## config.mk

```make
export PLATFORM = sky130hd
export DESIGN_NAME = tile_scene_renderer
export DESIGN_NICKNAME = d
export VERILOG_FILES = /design/src/rtl/tile_scene_renderer.sv
export SDC_FILE = /design/constraint.sdc
export NUM_CORES = 1
export LEC_CHECK = 0
export CAP_MARGIN = 0
export CORE_MARGIN = 3
export CORE_UTILIZATION = 47
export DETAILED_ROUTE_END_ITERATION = 7
export PLACE_DENSITY = 0.8
export SETUP_SLACK_MARGIN = 0.3
export SYNTH_ARGS = -nofsm -noshare
export SYNTH_HDL_FRONTEND = slang
export SYNTH_SLANG_ARGS = --single-unit
```

## constraint.sdc

```tcl
create_clock -name pixelclk -period 3.42 [get_ports pixelclk]
set_input_delay 0.513 -clock pixelclk [delete_from_list [all_inputs] [get_ports pixelclk]]
set_output_delay 0.513 -clock pixelclk [all_outputs]
set_load 0.05 [all_outputs]
```

## src/rtl/tile_scene_renderer.sv

```systemverilog
`default_nettype none
// +----------------------------------------------------------------------+
// | Module : tile_scene_renderer                                         |
// | Brief  : Grid level renderer (walls, goals, boxes, player sprite),   |
// |          2-cycle pixel latency, per-frame goal/coverage tally.       |
// | Rev    : 1.0                                                         |
// +----------------------------------------------------------------------+
module tile_scene_renderer #(
  parameter int TILE    = 20,
  parameter int GRID_W  = 16,
  parameter int GRID_H  = 12,
  parameter int ORG_X   = 160,
  parameter int ORG_Y   = 120,
  parameter int NUM_BOX = 4,
  parameter int SA_W    = 9
) (
  input  logic                 pixelclk,
  input  logic                 reset_n,
  input  logic [11:0]          hcount,
  input  logic [11:0]          vcount,
  input  logic                 i_vsync,
  input  logic [4:0]           man_gx,
  input  logic [4:0]           man_gy,
  input  logic [5*NUM_BOX-1:0] box_gx,
  input  logic [5*NUM_BOX-1:0] box_gy,
  output logic [9:0]           map_addr,
  input  logic [1:0]           map_data,
  output logic [SA_W-1:0]      spr_addr,
  input  logic [23:0]          spr_data,
  output logic [23:0]          dout,
  output logic [7:0]           goals_left,
  output logic                 level_done
);

  localparam int                c_sub_w     = (TILE > 1) ? $clog2(TILE) : 1;
  localparam logic [c_sub_w-1:0] c_tile_last = c_sub_w'(TILE - 1);
  localparam logic [SA_W-1:0]   c_tile_step = SA_W'(TILE);
  localparam logic [11:0]       c_org_x     = 12'(ORG_X);
  localparam logic [11:0]       c_org_y     = 12'(ORG_Y);
  localparam logic [5:0]        c_grid_w    = 6'(GRID_W);
  localparam logic [5:0]        c_grid_h    = 6'(GRID_H);
  localparam logic [1:0]        c_t_wall    = 2'd1;
  localparam logic [1:0]        c_t_goal    = 2'd2;
  localparam logic [23:0]       c_rgb_white = 24'hFFFFFF;
  localparam logic [23:0]       c_rgb_wall  = 24'hFFC125;
  localparam logic [23:0]       c_rgb_boxg  = 24'h00FF00;
  localparam logic [23:0]       c_rgb_box   = 24'hFF0000;
  localparam logic [23:0]       c_rgb_goal  = 24'h0000FF;

  // Sub-tile position of the previous pixel; the current one is derived by stepping it.
  logic [c_sub_w-1:0] r_subx, r_suby;
  logic [5:0]         r_col, r_row;
  logic [SA_W-1:0]    r_soff;
  logic [11:0]        r_vprev;

  logic [c_sub_w-1:0] w_subx, w_suby;
  logic [5:0]         w_col, w_row;
  logic [SA_W-1:0]    w_soff, w_spr;
  logic               w_in_grid, w_samp, w_box_hit, w_man_hit;
  logic [NUM_BOX-1:0] w_box_vec;

  // S0 -> S1 pipeline
  logic [9:0]      r_map_addr;
  logic [SA_W-1:0] r_spr_addr;
  logic            r_vs1, r_in1, r_samp1, r_box1, r_man1;

  // S2 and frame bookkeeping
  logic [23:0] r_dout, w_pix;
  logic [7:0]  r_goal, r_cov, r_goals_left;
  logic        r_level_done, r_vs_prev, r_started;
  logic        w_fall, w_rise, w_goal_tap;

  always_comb begin
    w_subx = r_subx + 1'b1;
    w_col  = r_col;
    if (hcount == c_org_x) begin
      w_subx = '0;
      w_col  = '0;
    end else if (r_subx == c_tile_last) begin
      w_subx = '0;
      if (r_col != c_grid_w) w_col = r_col + 6'd1;
    end
  end

  // Vertical position advances only on the first pixel of a new line.
  always_comb begin
    w_suby = r_suby;
    w_row  = r_row;
    w_soff = r_soff;
    if (vcount == c_org_y) begin
      w_suby = '0;
      w_row  = '0;
      w_soff = '0;
    end else if (vcount != r_vprev) begin
      if (r_suby == c_tile_last) begin
        w_suby = '0;
        w_soff = '0;
        if (r_row != c_grid_h) w_row = r_row + 6'd1;
      end else begin
        w_suby = r_suby + 1'b1;
        w_soff = r_soff + c_tile_step;
      end
    end
  end

  assign w_spr     = w_soff + SA_W'(w_subx);
  assign w_samp    = (w_subx == '0) && (w_suby == '0);
  assign w_in_grid = i_vsync && (hcount >= c_org_x) && (vcount >= c_org_y) &&
                     (w_col < c_grid_w) && (w_row < c_grid_h);

  for (genvar gi = 0; gi < NUM_BOX; gi++) begin : g_box
    assign w_box_vec[gi] = ({1'b0, box_gx[5*gi +: 5]} < c_grid_w) &&
                           ({1'b0, box_gy[5*gi +: 5]} < c_grid_h) &&
                           ({1'b0, box_gx[5*gi +: 5]} == w_col) &&
                           ({1'b0, box_gy[5*gi +: 5]} == w_row);
  end

  assign w_box_hit = |w_box_vec;
  assign w_man_hit = ({1'b0, man_gx} < c_grid_w) && ({1'b0, man_gy} < c_grid_h) &&
                     ({1'b0, man_gx} == w_col) && ({1'b0, man_gy} == w_row);

  always_ff @(posedge pixelclk or negedge reset_n) begin
    if (!reset_n) begin
      r_subx     <= '0;
      r_suby     <= '0;
      r_col      <= '0;
      r_row      <= '0;
      r_soff     <= '0;
      r_vprev    <= '0;
      r_map_addr <= '0;
      r_spr_addr <= '0;
      r_vs1      <= 1'b0;
      r_in1      <= 1'b0;
      r_samp1    <= 1'b0;
      r_box1     <= 1'b0;
      r_man1     <= 1'b0;
    end else begin
      r_vprev <= vcount;
      r_vs1   <= i_vsync;
      r_in1   <= w_in_grid;
      r_samp1 <= w_samp;
      r_box1  <= w_box_hit;
      r_man1  <= w_man_hit;
      if (!i_vsync) begin
        r_subx     <= '0;
        r_suby     <= '0;
        r_col      <= '0;
        r_row      <= '0;
        r_soff     <= '0;
        r_map_addr <= '0;
        r_spr_addr <= '0;
      end else begin
        r_subx     <= w_subx;
        r_suby     <= w_suby;
        r_col      <= w_col;
        r_row      <= w_row;
        r_soff     <= w_soff;
        r_map_addr <= {w_row[4:0], w_col[4:0]};
        r_spr_addr <= w_spr;
      end
    end
  end

  always_comb begin
    w_pix = c_rgb_white;
    if (!r_vs1)                                w_pix = 24'h000000;
    else if (!r_in1)                           w_pix = c_rgb_white;
    else if (map_data == c_t_wall)             w_pix = c_rgb_wall;
    else if (r_box1 && map_data == c_t_goal)   w_pix = c_rgb_boxg;
    else if (r_box1)                           w_pix = c_rgb_box;
    else if (r_man1)                           w_pix = spr_data;
    else if (map_data == c_t_goal)             w_pix = c_rgb_goal;
  end

  assign w_fall     = r_vs_prev & ~i_vsync;
  assign w_rise     = ~r_vs_prev & i_vsync;
  assign w_goal_tap = r_vs1 & r_in1 & r_samp1 & (map_data == c_t_goal);

  // r_vs_prev resets high so a reset in mid-frame is not mistaken for a frame start.
  always_ff @(posedge pixelclk or negedge reset_n) begin
    if (!reset_n) begin
      r_dout       <= '0;
      r_goal       <= '0;
      r_cov        <= '0;
      r_goals_left <= '0;
      r_level_done <= 1'b0;
      r_vs_prev    <= 1'b1;
      r_started    <= 1'b0;
    end else begin
      r_dout    <= w_pix;
      r_vs_prev <= i_vsync;
      if (w_rise) r_started <= 1'b1;
      if (w_fall) begin
        if (r_started) begin
          r_goals_left <= r_goal - r_cov;
          r_level_done <= (r_goal != 8'd0) && (r_cov == r_goal);
        end
        r_goal <= '0;
        r_cov  <= '0;
      end else if (w_goal_tap) begin
        if (r_goal != 8'hFF)          r_goal <= r_goal + 8'd1;
        if (r_box1 && r_cov != 8'hFF) r_cov  <= r_cov + 8'd1;
      end
    end
  end

  assign map_addr   = r_map_addr;
  assign spr_addr   = r_spr_addr;
  assign dout       = r_dout;
  assign goals_left = r_goals_left;
  assign level_done = r_level_done;

endmodule
`default_nettype wire

```

=== After elaboration in Yosys (flattened, before gate mapping) ===
Cells that the tools add are included.

* Input port bits: 103
* Bits in registers: 118
* Logic and storage cells: 140

* Add/sub/neg operators: 9
* Reduce and logical (&&, ||, !) cells: 33
* Equal/unequal tests: 22
* Mux-type cells: 35
* Bitwise operators: 7
* Order comparisons: 14

{| class="wikitable"
|+ Operators with widths
! cell !! count
|-
| $mux 24 || 7
|-
| $eq 5x6->1 || 10
|-
| $mux 6 || 9
|-
| $mux 8 || 6
|-
| $mux 9 || 5
|-
| $mux 5 || 7
|-
| $lt 5x4->1 const B || 5
|-
| $lt 5x5->1 const B || 5
|-
| $logic_and 1x1->1 || 23
|-
| $add 8x1->8 const B || 2
|-
| $ne 8x8->1 const B || 2
|-
| $add 6x1->6 const B || 2
|-
| $eq 12x7->1 const B || 1
|-
| $eq 12x8->1 const B || 1
|-
| $ge 12x7->1 const B || 1
|-
| $ge 12x8->1 const B || 1
|-
| $ne 12x12->1 || 1
|-
| $add 5x1->5 const B || 2
|-
| $eq 5x5->1 const B || 2
|-
| $logic_not 5->1 || 2
|-
| $mux 10 || 1
|-
| $add 9x5->9 || 1
|-
| $add 9x5->9 const B || 1
|-
| $eq 8x8->1 || 1
|-
| 13 further kinds || 22
|}

=== Depth between registers and ports, before layout ===
Gate-level depths: netlist of run 1.

* Word-level depth: 8
* Gate-level depth with buffers: 15
* Depth with buffers taken out: 14

=== Least setup slack after synthesis of run 1 ===
No wires, ideal clock.

* Kind: input port to flip-flop
* From: in vcount[8]
* To: reg r_spr_addr[6], in the netlist spr_addr[6]
* Setup time: 0.132 ns
* Arrival time: 2.868 ns
* Stages on the path: 14
* Slack: 0.420 ns
* Path through: xor2_1 -> nor4_2 -> nand3_2 -> nand2_1 -> nand2_1 -> clkbuf_1 -> nor2_1 -> ha_1 -> a21o_1 -> a21oi_1 -> nor2b_1 -> o21ai_0 -> xor2_1 -> nor2_1

* Cells in the longest elaborated chain, start to end: 5

{| class="wikitable"
|+ Ends and longest elaborated chain
! what !! RTL line !! source
|-
| from (decl) || 20 || <nowiki>input logic [11:0] vcount,</nowiki>
|-
| $ne 12x12->1 || 94 || <nowiki>end else if (vcount != r_vprev) begin</nowiki>
|-
| $mux 9 || 94 ||
|-
| $mux 9 (*) || 90 || <nowiki>if (vcount == c_org_y) begin</nowiki>
|-
| $add 9x5->9 (*) || 106 || <nowiki>assign w_spr = w_soff + SA_W'(w_subx);</nowiki>
|-
| $mux 9 (*) || 144 || <nowiki>if (!i_vsync) begin</nowiki>
|-
| to (signal assigned) || 159 || <nowiki>r_spr_addr <= w_spr;</nowiki>
|-
| to (decl) || 64 || <nowiki>logic [SA_W-1:0] r_spr_addr;</nowiki>
|}

Mark *: on every way between the ends. The rest lies on a longest branch, timed or not.
A chain may end at the register's enable or synchronous reset.

=== Worst setup path in the final report of run 1 ===
* From: reg r_vprev[4]
* To: reg r_spr_addr[7], in the netlist spr_addr[7]

* Cells in the longest elaborated chain, start to end: 5

{| class="wikitable"
|+ Ends and longest elaborated chain
! what !! RTL line !! source
|-
| from (decl) || 54 || <nowiki>logic [11:0] r_vprev;</nowiki>
|-
| from (signal assigned) || 138 || <nowiki>r_vprev <= vcount;</nowiki>
|-
| $ne 12x12->1 || 94 ||
|-
| $mux 9 || 94 ||
|-
| $mux 9 || 90 ||
|-
| $add 9x5->9 || 106 ||
|-
| $mux 9 || 144 ||
|}

Every way passes these cells.

==> impl_metrics.toml, run 1 <==
[run_status]
outcome = "completed"

[layout]
syn2layout_area_growth_pct = 34.2
mostFrequentLayoutCells = "clkdlybuf4s50_1 (141), dfrtp_1 (107), nor2_1 (60)"
final_nets = 925
design_area_sq_um = 8380
mostFrequentLayoutCell = "clkdlybuf4s50_1"
drive_above_1_share_pct = 8.72
antennaDiodeCount = 0

[cts]
h-tree-depth = 3
clockBufferDepth = 2
numCtsBuffers = 9
clk_pin_slew_ps = 80
root_buffer = "clkbuf_16"
cts_tree = "done"
cts.sinks = 108
postCtsHoldBufs = 0
clkLatencyLatePin_ps = 360

[critical_path]
cp_max_fo = 6
start_kind = "flop"
critPathArrivalTime_ps = 3180
r2r_start = "r_vprev[4]"
reg2regPathDepth = 15
end_kind = "flop"
worstPathRequired_ps = 3700
crit_start = "r_vprev[4]"
rr_endpoint = "spr_addr[7]"
crit_type = "reg -> reg"
ff2ff_setup_slack_ps = 520

[synth]
synth_edf_count = 0
ys_types = 65
avgSynthCellArea_sq_um = 9.70
yosys_warnings = 0
synthCells = 644
syn_area_sq_um = 6250
ys.flop_type = "dfrtp_1"
async_flop_share_pct = 100
yosysSeqAreaShare_pct = 43.3
syn_nets = 771
ys_seq_elements = 108

[power]
p_comb_share_pct = 18.3
power_density_nw_per_um2 = 350
leakage_uw = 0.00367
p_clk_share_pct = 35.3
vdd_drop_max_v = 0.000213
internal_power_uw = 2100
p_sw_share_pct = 28.4
netSwitchingPower_uw = 833
seqPwrFrac_pct = 46.4

[timing]
max_freq_mhz = 345
hold_viol = 0
rsz0062_at_grt = "no"
relSlewSlack_pct = 33.8
setup_viol = 0
finalClockSkew_ps = 8.16
worst_pin_slew_ps = 994
fin_crit_ps = 2900
hold_slack_ps = 323
drv_slew = 0
finalCritPeriodShare_pct = 84.8

[global_route]
gr-total-overflow = 0
antenna_found_initial = 0
grt_pass1_wl_mm = 26.7
grt_max_degree = 81
grt_pass1_vias = 5464
grtUsageTotal_pct = 22.6

[placement]
io_buffers = 154
postPlaceCellArea_sq_um = 7990
place.gp.congestion = 0.916
dp_hpwl_mm = 12.2

[flow_run]
maxCapViolations = 0

[floorplanning]
die_x_microns = 121
rows = 41
die_area_sq_um = 14700
io_pins = 155
fp.dieH_microns = 121
start_util_pct = 48.7
core_area_sq_um = 12800

[detailed_routing]
first_pass_iters = 4
vias_per_cell = 5.40
postRouteAntennaNets = 0
vias = 5268
first_iter_violations = 446
post-route-drc-count = 0
routed_wl_mm = 16.2
wl_per_cell_microns = 16.6

[min_path]
hp-class = "in -> async"
==> critical path, cell delays in order, from the launching register on <==
cell	delay [ps]
dfrtp_1	380
xor2_1	170
nor4_2	370
nand3_2	170
buf_4	200
xnor2_1	140
nor2_1	80
ha_1	320
buf_4	150
a21o_1	160
nand2_1	70
nand2b_1	60
a21oi_1	220
nor4_1	80
xor2_1	160
nor2_1	100
==> registers in the layout, summed over array words and instances, names as in the netlist <==
| register | cells |
|---|---|
| dout | 24 |
| r_vprev | 12 |
| map_addr | 9 |
| r_soff | 9 |
| spr_addr | 9 |
| goals_left | 8 |
| r_cov | 8 |
| r_goal | 8 |
| r_subx | 5 |
| r_suby | 5 |
| r_row | 2 |
| level_done | 1 |
| r_box1 | 1 |
| r_col | 1 |
| r_in1 | 1 |
| r_man1 | 1 |
| r_samp1 | 1 |
| r_started | 1 |
| r_vs1 | 1 |
| r_vs_prev | 1 |
==> cell families after synthesis <==
family,Yosys count,share of synthesized area (%)
and+or+nand+nor,217,18.9
AOI/OAI and AO/OA,131,14.3
DFF,108,43.3
xor gates and xnor gates,87,12.2
buffers and inverters,69,4.99
adders and majority gates,25,5.21
muxes,7,1.14
==> power groups by stage <==
stage,Sequential (uW),Clock (uW),Combinational (uW)
4_1_cts,1360,1060,533
6_report,1360,1040,537
5_1_grt,1370,1120,581
2_1_floorplan,1480,0,165
3_5_place_dp,1390,0,530
3_3_place_gp,1390,0,519
==> area by class of cell <==
cell class | instances | area [sq um]
multi-input cells | 467 | 3300
clock buffers | 10 | 239
fillers | 985 | 4440
inverters | 35 | 131
clock inverters | 6 | 53.8
repair buffers | 177 | 1740
flip-flops and latches | 108 | 2700
well taps | 172 | 215
==> metrics by stage <==
stage          total power [uW]  utilization [%]  setup slack (ps)  setup TNS, ps  cells
4_1_cts                    2960             64.6               300              0    974
2_1_floorplan              1650                -               420              0    644
3_5_place_dp               1920             62.3             -57.0          -92.1    958
5_1_grt                    3070             65.3               285              0    975
6_report                   2940             65.3               520              0    975
3_3_place_gp               1900             62.3              32.7              0    958
==> metal layers <==
layer	wire length, microns	GRT usage, %	up-vias
met2	7890	37.8	172
met1	6830	28.6	2520
met4	472	9.24	0
met5	0	0	-
met3	962	4.38	37
li1	-	-	2539
==> worst max path at each step <==
stage / endpoint
finish: spr_addr[7]
global route: spr_addr[8]
CTS: spr_addr[8]
detailed placement: spr_addr[8]
global placement: spr_addr[6]
floorplan: spr_addr[6]
==> timing repair <==
| action | in CTS | in global routing |
|---|---|---|
| setup endpoints to repair | 1 | 6 |
| pin swaps | 2 | 8 |
| gates resized for setup | 1 | 24 |
| hold endpoints to repair | 0 | 0 |
| buffers inserted | 0 | 1 |
==> cell usage after synthesis, types with 3 or more instances <==
cell type,instances,area [sq um]
a211oi_1,7,52.6
a21boi_0,6,45.0
a21o_1,10,75.1
a21oi_1,34,170
a311oi_1,3,26.3
and2_1,14,87.6
and3_1,12,75.1
and4_1,4,35.0
buf_2,3,15.0
buf_4,11,82.6
clkbuf_1,17,63.8
dfrtp_1,107,2680
ha_1,22,275
inv_1,34,128
mux2i_1,6,60.1
nand2_1,29,109
nand2b_1,4,25.0
nand3_1,18,90.1
nand4_1,13,81.3
nor2_1,60,225
nor2b_1,11,68.8
nor3_1,22,110
nor3b_1,3,22.5
nor4_1,9,56.3
nor4_2,4,50.1
o211ai_1,4,30.0
o21a_1,15,113
o21ai_0,31,155
o21ai_2,3,26.3
xnor2_1,40,350
xor2_1,47,412
No activity file was read; power rests on OpenSTA's default activity.
==> inputs of run 2 (changes only) <==
==> constraint.sdc (replaced) <==
create_clock -name pixelclk -period 2.8 [get_ports pixelclk]
set_input_delay 0.42 -clock pixelclk [delete_from_list [all_inputs] [get_ports pixelclk]]
set_output_delay 0.42 -clock pixelclk [all_outputs]
set_load 0.05 [all_outputs]
==> run 2 against run 1 <==
  * The flow now finishes with violations (setup timing)
  * Combinational power is 33% higher
  * Clock power is 22% higher
  * Wire length is 7.1% higher
  * Setup slack worse by 570 ps
  * Critical path type unchanged
  * Largest cell class unchanged
  * Clock-buffer cell count is 2 higher
  * Clock skew is 1.2 ps lower
  * Fmax is 1.9% higher
  * Hold slack worse by 250 ps
  * Final cell count is 5.4% higher
  * Largest power group unchanged
==> impl_metrics.toml, run 2 (synthesized netlist as in run 1, its figures left out) <==
[run_status]
outcome = "finished, violations left"
violations = "setup timing"

[layout]
fillCellCount = 932
mostFrequentLayoutCell = "clkdlybuf4s50_1"
largest_reg_flops = 24
final_nets = 978
syn2layout_area_growth_pct = 44.2
drive_above_1_share_pct = 17.3
design_area_sq_um = 9000
instances_no_fill = 1028
mostFrequentLayoutCells = "clkdlybuf4s50_1 (133), dfrtp_1 (107), buf_4 (68)"
antennaDiodeCount = 0

[timing]
drv_slew = 0
rsz0062_at_grt = "yes"
finalCritPeriodShare_pct = 102
hold_viol = 0
fin_ws_ps = -46.8
finalClockSkew_ps = 6.96
setup_viol = 1
worst_pin_slew_ps = 651
fin_crit_ps = 2850
relSlewSlack_pct = 56.6
max_freq_mhz = 351

[min_path]
hp-class = "in -> async"

[floorplanning]
rows = 41
die_x_microns = 121
fp.dieH_microns = 121
start_util_pct = 48.7
die_area_sq_um = 14700
core_area_sq_um = 12800
io_pins = 155

[global_route]
grt_pass1_vias = 5675
gr-total-overflow = 0
antenna_found_initial = 0
grtUsageTotal_pct = 23.7
grt_pass1_wl_mm = 28.1
grt_max_degree = 64

[power]
power_density_nw_per_um2 = 405
vdd_drop_max_v = 0.000290
leakage_uw = 0.00393

[critical_path]
worstPathCellList = "xor2_1, nor4_2, nand3_2, buf_4, buf_6, a311oi_2, buf_4, a31oi_4, buf_12, xnor2_1, nor4_1, a32oi_1, a21oi_2"
r2r_start = "r_vprev[5]"
end_kind = "flop"
crit_start = "r_vprev[5]"
start_kind = "flop"
worst_path_most_repeated_cell = "buf_4"
worstPathRequired_ps = 3070
critPathArrivalTime_ps = 3120
max_stage_delay_ps = 380
slowest_stage = "dfrtp_1"
crit_type = "reg -> reg"
cp_max_fo = 4

[detailed_routing]
vias_per_cell = 5.39
first_iter_violations = 467
first_pass_iters = 5
wl_per_cell_microns = 16.8
vias = 5537
routed_wl_mm = 17.3
top_layer = "met4"
wl_met3_mm = 1.04
wl_met2_mm = 8.77
wl_met1_mm = 7.14
postRouteAntennaNets = 0
post-route-drc-count = 0

[placement]
pre_cts_slack_ps = -558
postPlaceCellArea_sq_um = 8410
place.gp.congestion = 0.893
dp_hpwl_mm = 12.7
io_buffers = 154
dp_cells = 998

[cts]
clk_pin_slew_ps = 70
numCtsBuffers = 9
clkLatencyLatePin_ps = 350
h-tree-depth = 3
cts.sinks = 108
cts_tree = "done"
clockBufferDepth = 2
root_buffer = "clkbuf_16"

[flow_run]
maxCapViolations = 0
[run 2: final timing paths]
| check | endpoint | slack [ps] | depth (start not counted) |
|---|---|---|---|
| worst max-delay path | r_box1 | -50 | 13 |
| worst min-delay path | goals_left[0] | 70 | 1 |
| worst max register to register | r_box1 | -50 | 13 |
| worst min register to register | goals_left[2] | 480 | 2 |
| max in group asynchronous | r_vs_prev | 1970 | 2 |
| min in group pixelclk | r_vprev[6] | 350 | 1 |
[run 2: critical path, delay by kind of cell, from the launching register on]
kind	cells	cell delay (ps)
xor gates and xnor gates	2	300
DFF	1	380
AOI/OAI and AO/OA	4	650
and+or+nand+nor	3	830
buffers and inverters	4	600
[run 2: final cells by class]
type	instances	area (sq um)	share of cell area [%]
inverters	35	131	1.46
well taps	172	215	2.39
flip-flops and latches	108	2700	30.0
clock buffers	12	236	2.63
multi-input cells	467	3500	38.9
repair buffers	230	2170	24.1
clock inverters	4	50.0	0.556
[run 2: routing by layer]
metal  vias up  GRT usage (%)
li1       2642              -
met1      2675           30.2
met4         0           8.19
met3        31           4.24
met5         -              0
met2       189           40.7
[run 2: through the flow]
stage	power, uW	hold slack [ps]	utilization [%]	setup TNS, ps
2_1_floorplan	2030	124	-	0
3_3_place_gp	2360	449	65.6	-2470
3_5_place_dp	2380	460	65.6	-3310
4_1_cts	3660	82.6	68.9	-6.35
5_1_grt	3800	112	70.2	-444
6_report	3650	74.2	70.2	-46.8
[run 2: timing repair]
| action | in CTS | in global routing |
|---|---|---|
| hold buffers | 0 | 0 |
| pin swaps | 18 | 24 |
| hold endpoints to repair | 0 | 0 |
| buffers inserted | 3 | 11 |
| resized for setup | 34 | 23 |
| setup endpoints to repair | 10 | 9 |
[run 2: power by group]
| group | total (uW) | switching (uW) | internal [uW] |
|---|---|---|---|
| sequential | 1660 | 38.7 | 1620 |
| clock | 1270 | 578 | 694 |
| combinational | 713 | 387 | 326 |
| total | 3650 | 1000 | 2640 |
==> inputs of run 3 (changes only) <==
==> constraint.sdc (replaced) <==
create_clock -name pixelclk -period 2.8 [get_ports pixelclk]
set_input_delay 0.84 -clock pixelclk [delete_from_list [all_inputs] [get_ports pixelclk]]
set_output_delay 0.84 -clock pixelclk [all_outputs]
set_load 0.05 [all_outputs]
==> run 3 against run 2 <==
  * The run still ends with setup timing left
  * Total power up 2.9%
  * Cell area up 4.9%
  * Non-clock buffer count up 22
  * Setup slack worse by 140 ps
  * Register-to-register slack about the same
  * Wire length up 5.6%
  * Combinational power up 7.6%
  * Die area unchanged
  * Clock skew about the same
  * Final cell count up 2.1%
  * Critical path depth up 2
  * Flip-flop and latch count unchanged
==> impl_metrics.toml, run 3 (synthesized netlist as in run 1, its figures left out) <==
[critical_path]
start_kind = "input pin"
worstSetupEndpoint = "spr_addr[6]"
cp_top_family = "simple AND/OR/NAND/NOR gates"
cp_max_fo = 3
crit_start = "vcount[7]"
crit_type = "in -> reg"
end_kind = "flop"
worstPathRequired_ps = 3030
critPathArrivalTime_ps = 3210
max_stage_delay_ps = 320
rr_endpoint = "spr_addr[6]"
cp_num_cells = 15
ff2ff_setup_slack_ps = -40
reg2regPathDepth = 12
worstPathCellList = "buf_8, xor2_4, nor4_4, nand3_2, buf_6, buf_12, xnor2_4, nor2_4, ha_4, a21o_1, a21oi_2, nor2b_2, o21ai_2, xor2_1, nor2_1"
path_buf_inv = 3
r2r_start = "r_vprev[11]"
slowest_stage = "nor4_4"

[layout]
final_nets = 1000
design_area_sq_um = 9450
drive_above_1_share_pct = 24.8
multi_input_area_sq_um = 3770
mostFrequentLayoutCell = "clkdlybuf4s50_1"
seq_area_sq_um = 2700
syn2layout_area_growth_pct = 51.2
mostFrequentLayoutCells = "clkdlybuf4s50_1 (120), dfrtp_1 (107), buf_4 (81)"
largest_reg_flops = 24
antennaDiodeCount = 0
final_util_pct = 73.7
fillCellCount = 861

[timing]
setup_viol = 6
hold_slack_ps = 463
fin_ws_ps = -185
fin_crit_ps = 2980
hold_viol = 0
max_freq_mhz = 335
relSlewSlack_pct = 62.2
finalCritPeriodShare_pct = 107
worst_pin_slew_ps = 566
finalClockSkew_ps = 6.73
drv_slew = 0
rsz0062_at_grt = "yes"

[global_route]
grt_use_met3_pct = 4.48
grt_pass1_wl_mm = 28.2
grt.busiest_layer = "met2"
gr-total-overflow = 0
antenna_found_initial = 0
grtUsageTotal_pct = 23.9
grt_pass1_vias = 5827
use_met2_pct = 43.6
grt_max_degree = 48
gr-usage-met1_pct = 29.0

[floorplanning]
die_x_microns = 121
start_util_pct = 48.7
rows = 41
core_area_sq_um = 12800
fp.dieH_microns = 121
die_area_sq_um = 14700
io_pins = 155

[detailed_routing]
wl_per_cell_microns = 17.4
vias = 5743
vias_per_cell = 5.47
postRouteAntennaNets = 0
post-route-drc-count = 0
routed_wl_mm = 18.3
first_pass_iters = 6
first_iter_violations = 449

[cts]
clockBufferDepth = 2
clkLatencyLatePin_ps = 350
cts_tree = "done"
h-tree-depth = 3
root_buffer = "clkbuf_16"
numCtsBuffers = 9
cts.sinks = 108
clk_pin_slew_ps = 70

[min_path]
hp-class = "in -> async"

[run_status]
violations = "setup timing"
outcome = "finished, violations left"

[placement]
dp_hpwl_mm = 12.8
place.gp.congestion = 0.882
io_buffers = 154
postPlaceCellArea_sq_um = 8480

[power]
total_power_uw = 3750
power_density_nw_per_um2 = 397
vdd_drop_max_v = 0.000279
leakage_uw = 0.00413

[flow_run]
maxCapViolations = 0
## run 3: area by class of cell
cell class | count | area share, %
multi-input cells | 467 | 39.9
clock inverters | 6 | 0.755
inverters | 35 | 1.39
repair buffers | 252 | 24.6
clock buffers | 10 | 2.42
well taps | 172 | 2.28
flip-flops and latches | 108 | 28.6
## run 3: metrics by stage
step,std cells,worst slack (ps),setup TNS (ps)
after floorplan,644,-228,-807
after global placement,1005,-795,-8560
after detailed placement,1005,-902,-10210
after CTS,1034,-111,-386
after global routing,1050,-273,-1550
final,1050,-185,-909
## run 3: worst min-delay path by stage
stage | startpoint | end | slack, ps | depth (start not counted)
floorplan | r_started | r_started | 440 | 1
global placement | goals_left[4] | goals_left[4] | 460 | 2
detailed placement | goals_left[2] | goals_left[2] | 470 | 2
CTS | reset_n | goals_left[1] | 480 | 1
global route | reset_n | goals_left[1] | 490 | 1
finish | reset_n | goals_left[1] | 460 | 1
## run 3: power breakdown
group | total (uW) | switching, uW | internal, uW
registers | 1670 | 44.6 | 1620
logic | 767 | 407 | 360
clock network | 1320 | 611 | 706
## run 3: repair_timing
action	in CTS	in global routing
gates resized for setup	146	49
pin swaps	39	39
setup endpoints to repair	30	24
setup buffers	13	16
hold buffers	0	0
## run 3: metal layers
metal | share of wire (%) | up-vias
li1 | - | 2673
met3 | 5.4 | 32
met5 | 0 | -
met2 | 53 | 226
met4 | 1.7 | 0
met1 | 40 | 2812
